File: src/rtl/rv_ctrl_pkg.sv
// Shared definitions for the RV32I multicycle control unit: states, opcodes,
// instruction classes and the mux select codes driven into the datapath.
package rv_ctrl_pkg;

  typedef enum logic [2:0] {
    ST_RESET   = 3'd0,
    ST_FETCH   = 3'd1,
    ST_DECODE  = 3'd2,
    ST_COMPUTE = 3'd3,
    ST_MEM     = 3'd4,
    ST_WB      = 3'd5
  } state_t;

  typedef enum logic [3:0] {
    CL_R,
    CL_IMM,
    CL_LOAD,
    CL_STORE,
    CL_BRANCH,
    CL_JAL,
    CL_JALR,
    CL_LUI,
    CL_AUIPC,
    CL_ILLEGAL
  } ins_class_t;

  localparam logic [6:0] OP_R      = 7'b0110011;
  localparam logic [6:0] OP_IMM    = 7'b0010011;
  localparam logic [6:0] OP_LOAD   = 7'b0000011;
  localparam logic [6:0] OP_STORE  = 7'b0100011;
  localparam logic [6:0] OP_BRANCH = 7'b1100011;
  localparam logic [6:0] OP_JAL    = 7'b1101111;
  localparam logic [6:0] OP_JALR   = 7'b1100111;
  localparam logic [6:0] OP_LUI    = 7'b0110111;
  localparam logic [6:0] OP_AUIPC  = 7'b0010111;

  localparam logic [2:0] EXT_I = 3'd0;
  localparam logic [2:0] EXT_S = 3'd1;
  localparam logic [2:0] EXT_B = 3'd2;
  localparam logic [2:0] EXT_U = 3'd3;
  localparam logic [2:0] EXT_J = 3'd4;

  localparam logic [1:0] Y_ALU = 2'd0;
  localparam logic [1:0] Y_MEM = 2'd1;
  localparam logic [1:0] Y_PC4 = 2'd2;

  localparam logic [1:0] PC_PLUS4 = 2'd0;
  localparam logic [1:0] PC_IMM   = 2'd1;
  localparam logic [1:0] PC_ALU   = 2'd2;

  localparam logic [3:0] ALU_ADD = 4'b0000;

  function automatic logic is_mem_class(input ins_class_t c);
    return (c == CL_LOAD) || (c == CL_STORE);
  endfunction

endpackage

File: src/rtl/rv_ins_decode.sv
// Combinational opcode/funct decoder: instruction class, immediate format,
// ALU operation and legality.
module rv_ins_decode
  import rv_ctrl_pkg::*;
(
  input  logic [6:0] opcode,
  input  logic [2:0] funct3,
  input  logic       funct7_5,
  output ins_class_t cls,
  output logic [2:0] extend,
  output logic [3:0] alu_op,
  output logic       legal
);

  always_comb begin
    cls    = CL_ILLEGAL;
    extend = EXT_I;
    alu_op = ALU_ADD;
    legal  = 1'b1;
    case (opcode)
      OP_R: begin
        cls    = CL_R;
        alu_op = {funct7_5, funct3};
      end
      OP_IMM: begin
        cls    = CL_IMM;
        // funct7[5] only distinguishes SRAI from SRLI; other immediates ignore it
        alu_op = (funct3 == 3'b101) ? {funct7_5, funct3} : {1'b0, funct3};
      end
      OP_LOAD:   cls = CL_LOAD;
      OP_STORE: begin
        cls    = CL_STORE;
        extend = EXT_S;
      end
      OP_BRANCH: begin
        cls    = CL_BRANCH;
        extend = EXT_B;
      end
      OP_JAL: begin
        cls    = CL_JAL;
        extend = EXT_J;
      end
      OP_JALR:   cls = CL_JALR;
      OP_LUI: begin
        cls    = CL_LUI;
        extend = EXT_U;
      end
      OP_AUIPC: begin
        cls    = CL_AUIPC;
        extend = EXT_U;
      end
      default:   legal = 1'b0;
    endcase
  end

endmodule

File: src/rtl/mc_ctrl_fsm.sv
// Multicycle RV32I control sequencer FETCH->DECODE->COMPUTE->MEM->WB with
// memory-complete handshake, optional bus timeout and illegal-opcode trap.
module mc_ctrl_fsm
  import rv_ctrl_pkg::*;
#(
  parameter int unsigned XLEN        = 32,
  parameter int unsigned MEM_TIMEOUT = 0,
  parameter bit          SKIP_MEM    = 1'b1
) (
  input  logic            clk,
  input  logic            rst_n,
  input  logic [XLEN-1:0] ins,
  input  logic            mem_done,
  input  logic            br_taken,
  output logic            pc_en,
  output logic [1:0]      pc_sel,
  output logic            ir_en,
  output logic            ma_sel,
  output logic            mem_rd,
  output logic            mem_wr,
  output logic [2:0]      extend,
  output logic            b_sel,
  output logic [3:0]      alu_op,
  output logic [1:0]      y_sel,
  output logic            rf_wr,
  output logic            illegal_ins,
  output logic            bus_err,
  output logic [2:0]      state_o
);

  localparam int unsigned CW = (MEM_TIMEOUT > 1) ? $clog2(MEM_TIMEOUT) : 1;

  state_t     state, nxt;
  logic [CW-1:0] cnt;
  ins_class_t cls;
  logic [2:0] dec_ext;
  logic [3:0] dec_alu;
  logic       legal;
  logic       waiting, timeout, dec_active;
  logic       unused_ins_bits;

  rv_ins_decode u_dec (
    .opcode   (ins[6:0]),
    .funct3   (ins[14:12]),
    .funct7_5 (ins[30]),
    .cls      (cls),
    .extend   (dec_ext),
    .alu_op   (dec_alu),
    .legal    (legal)
  );

  assign unused_ins_bits = ^{ins[XLEN-1:31], ins[29:15]};
  assign state_o = state;

  assign waiting = ((state == ST_FETCH) || (state == ST_MEM && is_mem_class(cls))) && !mem_done;
  assign timeout = (MEM_TIMEOUT != 0) && waiting && (cnt == CW'(MEM_TIMEOUT - 1));
  assign dec_active = (state == ST_COMPUTE) || (state == ST_MEM) || (state == ST_WB);

  always_comb begin
    nxt         = state;
    pc_en       = 1'b0;
    pc_sel      = PC_PLUS4;
    ir_en       = 1'b0;
    ma_sel      = 1'b0;
    mem_rd      = 1'b0;
    mem_wr      = 1'b0;
    extend      = dec_active ? dec_ext : '0;
    alu_op      = dec_active ? dec_alu : '0;
    b_sel       = dec_active && !(cls == CL_R || cls == CL_BRANCH);
    y_sel       = Y_ALU;
    rf_wr       = 1'b0;
    illegal_ins = 1'b0;
    bus_err     = 1'b0;
    case (state)
      ST_RESET: nxt = ST_FETCH;
      ST_FETCH: begin
        if (timeout) begin
          bus_err = 1'b1;
          nxt     = ST_FETCH;
        end else begin
          mem_rd = 1'b1;
          if (mem_done) begin
            ir_en = 1'b1;
            pc_en = 1'b1;
            nxt   = ST_DECODE;
          end
        end
      end
      ST_DECODE: begin
        if (!legal) begin
          illegal_ins = 1'b1;
          nxt         = ST_FETCH;
        end else begin
          nxt = ST_COMPUTE;
        end
      end
      ST_COMPUTE: begin
        case (cls)
          CL_BRANCH: begin
            pc_en  = br_taken;
            pc_sel = PC_IMM;
            nxt    = ST_FETCH;
          end
          CL_JAL: begin
            pc_en  = 1'b1;
            pc_sel = PC_IMM;
            nxt    = ST_WB;
          end
          CL_JALR: begin
            pc_en  = 1'b1;
            pc_sel = PC_ALU;
            nxt    = ST_WB;
          end
          CL_LOAD, CL_STORE: nxt = ST_MEM;
          default:           nxt = SKIP_MEM ? ST_WB : ST_MEM;
        endcase
      end
      ST_MEM: begin
        if (is_mem_class(cls)) begin
          ma_sel = 1'b1;
          if (timeout) begin
            bus_err = 1'b1;
            nxt     = ST_FETCH;
          end else begin
            mem_rd = (cls == CL_LOAD);
            mem_wr = (cls == CL_STORE);
            if (mem_done) nxt = (cls == CL_STORE) ? ST_FETCH : ST_WB;
          end
        end else begin
          nxt = ST_WB;
        end
      end
      ST_WB: begin
        rf_wr = (ins[11:7] != 5'd0);
        if (cls == CL_LOAD)                        y_sel = Y_MEM;
        else if (cls == CL_JAL || cls == CL_JALR) y_sel = Y_PC4;
        nxt = ST_FETCH;
      end
      default: nxt = ST_RESET;
    endcase
  end

  // Wait counter restarts whenever a wait state is (re)entered, including the
  // FETCH->FETCH retry after a timeout.
  always_ff @(posedge clk or negedge rst_n) begin
    if (!rst_n) begin
      state <= ST_RESET;
      cnt   <= '0;
    end else begin
      state <= nxt;
      if (nxt != state || timeout)            cnt <= '0;
      else if (waiting && MEM_TIMEOUT != 0)  cnt <= cnt + 1'b1;
    end
  end

endmodule

File: config.mk
export PLATFORM = sky130hd
export DESIGN_NAME = mc_ctrl_fsm
export DESIGN_NICKNAME = d
export VERILOG_FILES = /design/src/rtl/rv_ctrl_pkg.sv /design/src/rtl/rv_ins_decode.sv /design/src/rtl/mc_ctrl_fsm.sv
export SDC_FILE = /design/constraint.sdc
export NUM_CORES = 1
export LEC_CHECK = 0
export ABC_AREA = 0
export BUFFER_PORTS_ARGS = -buffer_cell sky130_fd_sc_hd__buf_2
export CAP_MARGIN = 40
export CORE_MARGIN = 3
export CORE_UTILIZATION = 35
export CTS_CLUSTER_DIAMETER = 40
export CTS_CLUSTER_SIZE = 16
export DETAILED_ROUTE_END_ITERATION = 6
export PLACE_DENSITY_LB_ADDON = 0.12
export SLEW_MARGIN = 20
export SYNTH_ARGS = -nofsm -noshare
export SYNTH_HDL_FRONTEND = slang
export SYNTH_HIERARCHICAL = 1
export SYNTH_SLANG_ARGS = --single-unit
File: constraint.sdc
create_clock -name clk -period 2.9 [get_ports clk]
set_input_delay 0.58 -clock clk [delete_from_list [all_inputs] [get_ports clk]]
set_output_delay 0.58 -clock clk [all_outputs]
set_load 0.01 [all_outputs]
## After elaboration in Yosys (flattened, before gate mapping)

Index checks and enable logic that the tools add are counted.
Widths: inputs -> output; s select.

- Bits in registers: 3
- Bits of input ports: 36
- Output and inout port bits: 23
- Logic and storage cells: 72

- Equality and inequality tests: 22
- Mux-type cells: 32
- Reduce and logical (&&, ||, !) cells: 17

Operators by type and width:

| operator | number |
|---|---|
| $pmux 4 s9 | 1 |
| $eq 7x6->1 const B | 3 |
| $eq 7x7->1 const B | 3 |
| $mux 3 | 5 |
| $pmux 3 s5 | 1 |
| $eq 7x5->1 const B | 2 |
| $eq 4x3->1 const B | 3 |
| $pmux 3 s4 | 1 |
| $mux 1 | 11 |
| $mux 2 | 5 |
| $reduce_or 2->1 | 5 |
| $eq 3x3->1 const B | 3 |
| $reduce_or 9->1 | 1 |
| $eq 4x2->1 const B | 2 |
| $mux 4 | 2 |
| $pmux 4 s2 | 1 |
| $eq 7x2->1 const B | 1 |
| $eq 3x2->1 const B | 2 |
| $pmux 1 s2 | 3 |
| $pmux 3 s2 | 1 |
| $logic_or 1x1->1 | 5 |
| $reduce_bool 5->1 | 1 |
| $logic_not 4->1 | 1 |
| $pmux 2 s2 | 1 |
| other kinds (7) | 7 |

## Depth between registers and ports, before layout

Gate-level depths: netlist of run 1.

- Depth after elaboration: 7
- Gate-level depth with buffers: 8

## Hierarchy

Netlist of run 1, hierarchy kept.

Modules (own cells, without submodules):

| module | times used | cells an instance | area each (µm²) | seq. area each (µm²) |
|---|---|---|---|---|
| mc_ctrl_fsm | 1 | 51 | 429.2 | 75.1 |
| rv_ins_decode | 1 | 43 | 254.0 | 0.0 |

## Worst setup path after synthesis of run 1

OpenSTA, ideal clock, no wires.

- Kind: input to output
- Start: in ins[6]
- End: out mem_wr
- Arrival: 2075 ps
- Setup slack: 245 ps
- Stages: 8
- Path buffers: 2
- Cells stage by stage: buf_2 -> xor2_1 -> a31oi_1 -> nor3_1 -> buf_6 -> or3b_4 -> nor3_4 -> and2_1

- Word-level cells in the longest chain between the ends: 6
- Elaborated cells between the ends (all ways): 15
- Those cells by class: 11 x eq/ne; 3 x mux; 1 x reduce/logical

Ends and longest elaborated chain:

| what | RTL line | text |
|---|---|---|
| start, declared | mc_ctrl_fsm.sv:12 | `input logic [XLEN-1:0] ins,` |
| $eq 7x5->1 (tied with other cells) | rv_ins_decode.sv:20 | `case (opcode)` |
| $pmux 4 s9 (*) | rv_ins_decode.sv:20 |  |
| named net cls[1] | mc_ctrl_fsm.sv:35 | `ins_class_t cls;` |
| $eq 4x2->1 (on tied branches) | rv_ctrl_pkg.sv:54, mc_ctrl_fsm.sv:126 |  |
| $logic_or 1x1->1 | rv_ctrl_pkg.sv:54 | `return (c == CL_LOAD) \|\| (c == CL_STORE);` |
| $mux 1 (*) | mc_ctrl_fsm.sv:119 | `if (is_mem_class(cls)) begin` |
| $mux 1 (*) | mc_ctrl_fsm.sv:74 | `case (state)` |
| end, declared | mc_ctrl_fsm.sv:20 | `output logic mem_wr,` |

The timed path passes the listed nets; every way through them passes the cells marked *.

## Final worst setup path of run 1

- Start: in ins[6]
- End: out mem_rd

- Word-level cells in the longest chain between the ends: 6
- Elaborated cells between the ends (all ways): 15
- Those cells by class: 11 x eq/ne; 3 x mux; 1 x reduce/logical

Ends and longest elaborated chain:

| what | RTL line | text |
|---|---|---|
| $eq 7x5->1 (tied with other cells) | rv_ins_decode.sv:20 |  |
| $pmux 4 s9 (*) | rv_ins_decode.sv:20 |  |
| named net cls[3] | mc_ctrl_fsm.sv:35 |  |
| $eq 4x2->1 (on tied branches) | rv_ctrl_pkg.sv:54, mc_ctrl_fsm.sv:125 |  |
| $logic_or 1x1->1 | rv_ctrl_pkg.sv:54 |  |
| $mux 1 (*) | mc_ctrl_fsm.sv:119 |  |
| $pmux 1 s2 (*) | mc_ctrl_fsm.sv:74 |  |
| end, declared | mc_ctrl_fsm.sv:19 | `output logic mem_rd,` |

Marks and branches as above.

==> results of run 1 <==
==> metal layers <==
metal	wire length (um)	track usage	up-vias
met3	177	0.03858	0
met4	0	0.02765	0
met2	823	0.2413	42
met1	805	0.1938	359
met5	0	0	-
li1	-	-	417
==> cell usage after synthesis, drive strengths merged <==
master / count
and2: 12
nor3: 11
nand2: 8
buf: 6
a21oi: 5
nand2b: 4
nand3b: 4
nor2: 4
o21ai: 4
dfrtp: 3
nand3: 3
or3b: 3
a2111oi: 2
and4bb: 2
clkbuf: 2
inv: 2
nor4b: 2
xor2: 2
a211oi: 1
a21o: 1
a31oi: 1
and3: 1
conb: 1
nor2b: 1
nor3b: 1
o311ai: 1
o31a: 1
o32a: 1
o32ai: 1
o41ai: 1
or2: 1
or3: 1
xnor2: 1
==> how the worst max path moves through the flow <==
stage | from | end | slack (ns) | cells after the start
6_report | ins[6] | mem_rd | 0.18 | 7
5_1_grt | ins[6] | pc_en | 0.02 | 8
4_1_cts | ins[6] | pc_en | 0.17 | 8
3_5_place_dp | ins[6] | pc_en | 0.18 | 8
3_3_place_gp | ins[6] | pc_en | 0.20 | 8
2_1_floorplan | ins[6] | mem_wr | 0.24 | 8
==> kinds of logic after synthesis <==
group,synth area share
other,0.005489
buffers and inverters,0.07875
and+or+nand+nor,0.5568
DFF,0.1099
AOI/OAI and AO/OA,0.2106
xor gates and xnor gates,0.03847
==> timing repair <==
item,4_1_cts,5_1_grt
endpoints found under the hold margin,0,0
resized for setup,0,1
setup endpoints to repair,0,1
==> metrics by stage <==
stage                       util  area, um^2  total power [mW]
after detailed placement  0.4982       888.4            0.3612
final                     0.5144       917.1            0.4333
after floorplan                -       683.2            0.2736
after global placement    0.4982       888.4            0.3550
after CTS                 0.5130       914.6            0.4385
after global routing      0.5144       917.1            0.4715
==> area by class of cell <==
class	instances	area share
repair buffers	43	0.2401
flip-flops and latches	3	0.08186
multi-input cells	81	0.6071
well taps	25	0.03411
inverters	2	0.008186
clock buffers	4	0.02865
==> where the power goes <==
group / total [mW] / internal [mW] / switching, mW / leakage [nW]
clock network: 0.0737 / 0.0516 / 0.0222 / 0.0150
registers: 0.112 / 0.0574 / 0.0546 / 0.0366
logic: 0.248 / 0.121 / 0.127 / 0.395
==> worst max-delay path, stage by stage <==
cell	delay, ns
buf_2	0.15
nor2_1	0.22
o21ai_0	0.13
a21o_1	0.22
or3b_4	0.45
o41ai_2	0.20
buf_2	0.18
==> impl_metrics.ini, run 1 <==
[final_layout]
area_growth_pct = 34.25
nets = 170
largest_reg_flops = 3
instances_no_fill = 158
fillerInstances = 191
layout-drive-gt1-share = 0.4211
seq_area_um2 = 75.07
final_common_cell = buf_2
diodes = 0
multi_input_area_um2 = 556.8
layout_common_cells = buf_2, and2_1, nor3_1

[yosys]
synth_area_um2 = 683.2
synth_top_area_share = 0.1099
syn_inst = 94
synthTopCellsByArea = and2_1, dfrtp_1, nor3_1
ys_seq_area_frac = 0.1099
yosysTopAreaCell = and2_1
ys_types = 42
synth_seq_cells = 3
synthesis.nets = 130
avgSynthCellArea_um2 = 7.268
ys_warn_count = 6

[critical_path]
cp.arrival_ns = 2.14
cp.required_ns = 2.32
path_max_fanout = 9
start_kind = input pin
crit_path_end_kind = output pin
regToRegEndpoint = state_o[0]$_DFFE_PN0P_
timing.rr.start = state_o[0]$_DFFE_PN0P_
ff2ff_setup_slack_ns = 1.59
reg2reg_depth = 3
critPathKind = in2out

[clock_tree]
clk-insertion-delay-late_ns = 0.24
root_buffer = clkbuf_4
clock-sinks = 3
post-cts-setup-buffers = 0
htree_num_levels = 1
hold_buffers = 0
ctsLongestPathBuffers = 2
cts_inserted_buffers = 3
cts_tree = done
clk_pin_slew_ns = 0.04

[power_and_ir_drop]
power.density_nw_per_um2 = 472.5
p_leak_nw = 0.4463
vdd_drop_max_mv = 0.2392

[timing]
tns_ns = 0
fin_crit_ns = 2.717
slew_viol_final = 0
fin_crit_sh = 0.9369
setup_viol = 0
postLayoutSetupSlackWorst_ns = 0.1831
rsz0062_at_grt = no
fmax_mhz = 368.1
finalHoldViolations = 0
whs_ns = 0.1313
skew_ns = 0.003014

[floorplan]
die_area_um2 = 2518
floorplan.initialDensity = 0.3832
coreArea_um2 = 1783
ioPinCount = 59
die_x_um = 50.18
die_y_um = 50.18
num_rows = 15

[placement]
dp.cells = 154
dpl_worst_slack_ns = 0.1774
post-dp-hpwl_um = 1394
numPortBuffers = 41
place.gp.congestion = 0.7701

[global_routing]
grt_first_pass_wirelength_um = 2980
grt_antenna_before_repair = 0
first_global_vias = 679
grt_usage = 0.1474
overflow = 0
grt_max_degree = 14

[route]
vias_per_cell = 5.177
routedWlPerCell_um = 11.44
drc = 0
dr.pass1.iters = 4
vias = 818
drt_iter0_drc = 19
ant_nets = 0
routed_wl_um = 1807

[status]
status = complete, no violations

[flow_run]
maxCapViolations = 0

[worst_hold_path]
hp-class = in2async
Note: power is estimated with default switching activity, not from simulation.
==> inputs of run 2 (changes only) <==
Settings changed: BUFFER_PORTS_ARGS -buffer_cell sky130_fd_sc_hd__buf_2 to -buffer_cell sky130_fd_sc_hd__buf_4.
==> run 2 against run 1 <==
Clock skew increased by 0.0021 ns; fmax is 0.76% higher; non-clock buffer count unchanged; worst hold slack worse by 0.010 ns; sequential share of layout area fell by 0.81 points; count of clock-buffer cells in the layout did not move; critical endpoint is now mem_wr; largest cell class unchanged; highest routed layer is now met4.
==> impl_metrics.ini, run 2 (same netlist as run 1, synthesis figures left out) <==
[final_layout]
layout_common_cells = buf_4, and2_1, nor3_1
seq_area_um2 = 75.07
layout-drive-gt1-share = 0.4135
largest_reg_flops = 3
diodes = 0
area_growth_pct = 48.90
final_common_cell = buf_4
post-route-util = 0.5705
nets = 170
fin_area_um2 = 1017
fillerInstances = 185
multi_input_area_um2 = 554.3

[power_and_ir_drop]
p_seq_frac = 0.242
power.density_nw_per_um2 = 460.4
p_leak_nw = 0.4637
pwr-share-clk = 0.160
power_frac_comb = 0.598
switching_share = 0.4378
vdd_drop_max_mv = 0.2680
p_sw_mw = 0.2050
p_int_mw = 0.2633

[placement]
place.gp.congestion = 0.7953
placed_area_um2 = 991.0
numPortBuffers = 41
post-dp-hpwl_um = 1432
dpl_worst_slack_ns = 0.2079

[global_routing]
grt_first_pass_wirelength_um = 2960
grt_antenna_before_repair = 0
grt_max_degree = 14
grt_usage = 0.1473
overflow = 0
first_global_vias = 680

[clock_tree]
hold_buffers = 0
cts_inserted_buffers = 3
post-cts-setup-buffers = 0
ctsLongestPathBuffers = 2
cts_tree = done
clock-sinks = 3
htree_num_levels = 1
cts_resized = 0
clk_pin_slew_ns = 0.04
root_buffer = clkbuf_4
clk-insertion-delay-late_ns = 0.24

[critical_path]
regToRegEndpoint = state_o[0]$_DFFE_PN0P_
crit_top_cell = buf_4
timing.rr.start = state_o[0]$_DFFE_PN0P_
cp.required_ns = 2.32
critPathKind = in2out
path_max_fanout = 9
cp_slowest_cell = or3b_4
cp.arrival_ns = 2.12
path_buf_inv = 2
start_kind = input pin
cp_cell_sequence = buf_4 > nor2_1 > o21ai_0 > a21o_1 > or3b_4 > nor3_4 > and2_1 > buf_4
critPathMaxStageDelay_ns = 0.45
ff2ff_setup_slack_ns = 1.60
crit_family = simple AND/OR/NAND/NOR gates
crit_path_end_kind = output pin
reg2reg_depth = 3

[timing]
slew_viol_final = 0
tns_ns = 0
fin_crit_ns = 2.696
fin_crit_sh = 0.9298
rsz0062_at_grt = no
finalHoldViolations = 0
setup_viol = 0
postLayoutSetupSlackWorst_ns = 0.2036
skew_ns = 0.005141
fmax_mhz = 370.9

[route]
ant_nets = 0
drc = 0
dr.pass1.iters = 4
routed_wl_um = 1872
drt_iter0_drc = 13
routedWlPerCell_um = 11.85
vias = 813
vias_per_cell = 5.146

[floorplan]
num_rows = 15
die_x_um = 50.18
die_y_um = 50.18
ioPinCount = 59
die_area_um2 = 2518
coreArea_um2 = 1783
floorplan.initialDensity = 0.3832

[flow_run]
maxCapViolations = 0

[worst_hold_path]
hp-class = in2async

[status]
status = complete, no violations
## run 2: worst max path at each step
stage,start,end,slack (ns),depth (start not counted)
after floorplan,ins[6],mem_wr,0.24,8
after global placement,ins[6],pc_en,0.24,8
after detailed placement,ins[6],mem_wr,0.21,8
after CTS,ins[6],pc_en,0.20,8
after global routing,ins[6],pc_en,0.04,8
final,ins[6],mem_wr,0.20,8
## run 2: layout make-up
type | instances | area share
well taps | 25 | 0.03075
clock buffers | 4 | 0.02583
inverters | 2 | 0.007380
multi-input cells | 81 | 0.5449
flip-flops and latches | 3 | 0.07380
repair buffers | 43 | 0.3173
## run 2: through the flow
stage	power [mW]	hold slack, ns	cells
after floorplan	0.2736	0.2844	94
after global placement	0.3915	0.3685	154
after detailed placement	0.3959	0.3723	154
after CTS	0.4723	0.1192	158
after global routing	0.5026	0.1185	158
final	0.4683	0.1213	158
## run 2: power by group through the flow
stage | Clock (mW) | Combinational (mW) | Sequential [mW]
after floorplan | 0 | 0.188 | 0.0856
after global placement | 0 | 0.281 | 0.110
after detailed placement | 0 | 0.283 | 0.113
after CTS | 0.0768 | 0.283 | 0.112
after global routing | 0.0791 | 0.304 | 0.119
final | 0.0750 | 0.280 | 0.113
## run 2: layer usage
layer	track usage	wire (um)	vias up	part of all wire
li1	-	-	415	-
met1	0.1826	790	358	0.42
met2	0.2304	851	36	0.45
met3	0.05341	200	4	0.11
met4	0.05530	29	0	0.015
met5	0	0	-	0
==> inputs of run 3 (changes only) <==
Settings changed: CORE_ASPECT_RATIO from default to 0.9, CTS_BUF_LIST from default to sky130_fd_sc_hd__clkbuf_4 sky130_fd_sc_hd__clkbuf_8, GPL_TIMING_DRIVEN from default to 0.
==> run 3 against run 2 <==
Die area is essentially flat; final cell count grew 1.9%; clock skew shrank 0.0037 ns; first-iteration DRC count shrank 31%; register-to-register slack gained 0.07 ns; core utilization grew 3.3 points; largest cell class unchanged; highest routed layer is now met3.
==> impl_metrics.ini, run 3 (same netlist as run 1, synthesis figures left out) <==
[status]
status = complete, no violations

[critical_path]
critPathKind = in2out
crit_path_end_kind = output pin
cp_slowest_cell = or3b_4
path_max_fanout = 9
ff2ff_setup_slack_ns = 1.67
start_kind = input pin
cp_cell_sequence = buf_2 > xor2_1 > a31oi_1 > nor3_2 > buf_6 > or3b_4 > nor3_4 > and2_1 > buf_4
cp.required_ns = 2.32
cp.arrival_ns = 2.19
critPathMaxStageDelay_ns = 0.42

[timing]
slew_viol_final = 0
rsz0062_at_grt = no
skew_ns = 0.001458
finalHoldViolations = 0
postLayoutSetupSlackWorst_ns = 0.1258
setup_viol = 0
whs_ns = 0.1372
fmax_mhz = 360.5
fin_crit_ns = 2.774
fin_crit_sh = 0.9566

[flow_run]
maxCapViolations = 0

[floorplan]
die_x_um = 52.57
coreArea_um2 = 1752
num_rows = 14
ioPinCount = 59
die_area_um2 = 2519
die_y_um = 47.91
floorplan.initialDensity = 0.3900

[route]
vias_per_cell = 4.994
routedWlPerCell_um = 11.73
vias = 804
drc = 0
routed_wl_um = 1889
drt_iter0_drc = 9
ant_nets = 0
dr.pass1.iters = 4

[power_and_ir_drop]
vdd_drop_max_mv = 0.3807
power.density_nw_per_um2 = 458.0
p_leak_nw = 0.4856
total_power_mw = 0.4842

[final_layout]
layout-drive-gt1-share = 0.4599
diodes = 0
layout_common_cells = buf_4, and2_1, nor3_1, nand2_1, a21oi_1
nets = 174
largest_reg_flops = 3
area_growth_pct = 54.76
fillerInstances = 179
instances_no_fill = 161
final_common_cell = buf_4

[global_routing]
grt_antenna_before_repair = 0
overflow = 0
grt_first_pass_wirelength_um = 2898
grt_usage = 0.1494
first_global_vias = 678
grt_max_degree = 13

[clock_tree]
root_buffer = clkbuf_4
ctsLongestPathBuffers = 2
clk-insertion-delay-late_ns = 0.22
cts_inserted_buffers = 3
cts_tree = done
htree_num_levels = 1
hold_buffers = 0
clock-sinks = 3
clk_pin_slew_ns = 0.03

[placement]
place.gp.congestion = 0.8424
numPortBuffers = 40
dpl_worst_slack_ns = -0.07377
post-dp-hpwl_um = 1519
dp.cells = 158

[worst_hold_path]
hp-class = in2async
run 3: changes by cell type in the layout (fill, tap and decap cells not counted), sizes merged:
cell,change
buf,+4
run 3: layout make-up:
class                      instances  area (um^2)  area share
multi-input combinational         81        568.0      0.5373
timing repair buffer              41        307.8      0.2911
sequential                         3        75.07     0.07101
tap                               24        30.03     0.02840
inverter                           2        7.507    0.007101
buffer                             6        38.79     0.03669
clock buffer                       4        30.03     0.02840
run 3: worst paths after layout:
kind | startpoint | to | cells past startpoint
min in group clk | state_o[2]$_DFFE_PN0P_ | state_o[1]$_DFFE_PN0P_ | 1
max in group asynchronous | rst_n | state_o[1]$_DFFE_PN0P_ | 1
max reg2reg | state_o[2]$_DFFE_PN0P_ | state_o[0]$_DFFE_PN0P_ | 3
min | rst_n | state_o[0]$_DFFE_PN0P_ | 1
max | ins[6] | mem_wr | 9
min reg2reg | state_o[2]$_DFFE_PN0P_ | state_o[1]$_DFFE_PN0P_ | 1
run 3: power breakdown:
part | internal (mW) | leakage [nW] | total, mW | switching [mW]
combinational | 0.163 | 0.431 | 0.326 | 0.162
sequential | 0.0580 | 0.0366 | 0.0801 | 0.0221
clock | 0.0606 | 0.0184 | 0.0784 | 0.0177
run 3: critical path, delay by kind of cell:
family	cells	cell delay [ns]
AO/OA/AOI/OAI	1	0.11
buffers and inverters	3	0.44
XOR/XNOR	1	0.16
AND/OR/NAND/NOR	4	0.90
run 3: repair_timing:
action,in CTS,in global routing
resized for setup,1,5
endpoints found under the hold margin,0,0
buffers inserted,0,1
endpoints found under the setup margin,1,4
pin swaps,0,1
gates cloned,0,0
run 3: stage by stage:
stage                 util  cell area, um^2   TNS, ns
CTS                 0.5943             1041         0
global route        0.6036             1057         0
detailed placement  0.5786             1013  -0.07377
global placement    0.5786             1013  -0.04806
floorplan                -            683.2         0
finish              0.6036             1057         0
run 3: per-layer routing:
layer	wire length (um)	track usage	vias to the layer above
met2	804	0.2327	25
met4	0	0.03061	0
li1	-	-	430
met3	145	0.02492	0
met5	0	0	-
met1	940	0.2169	349
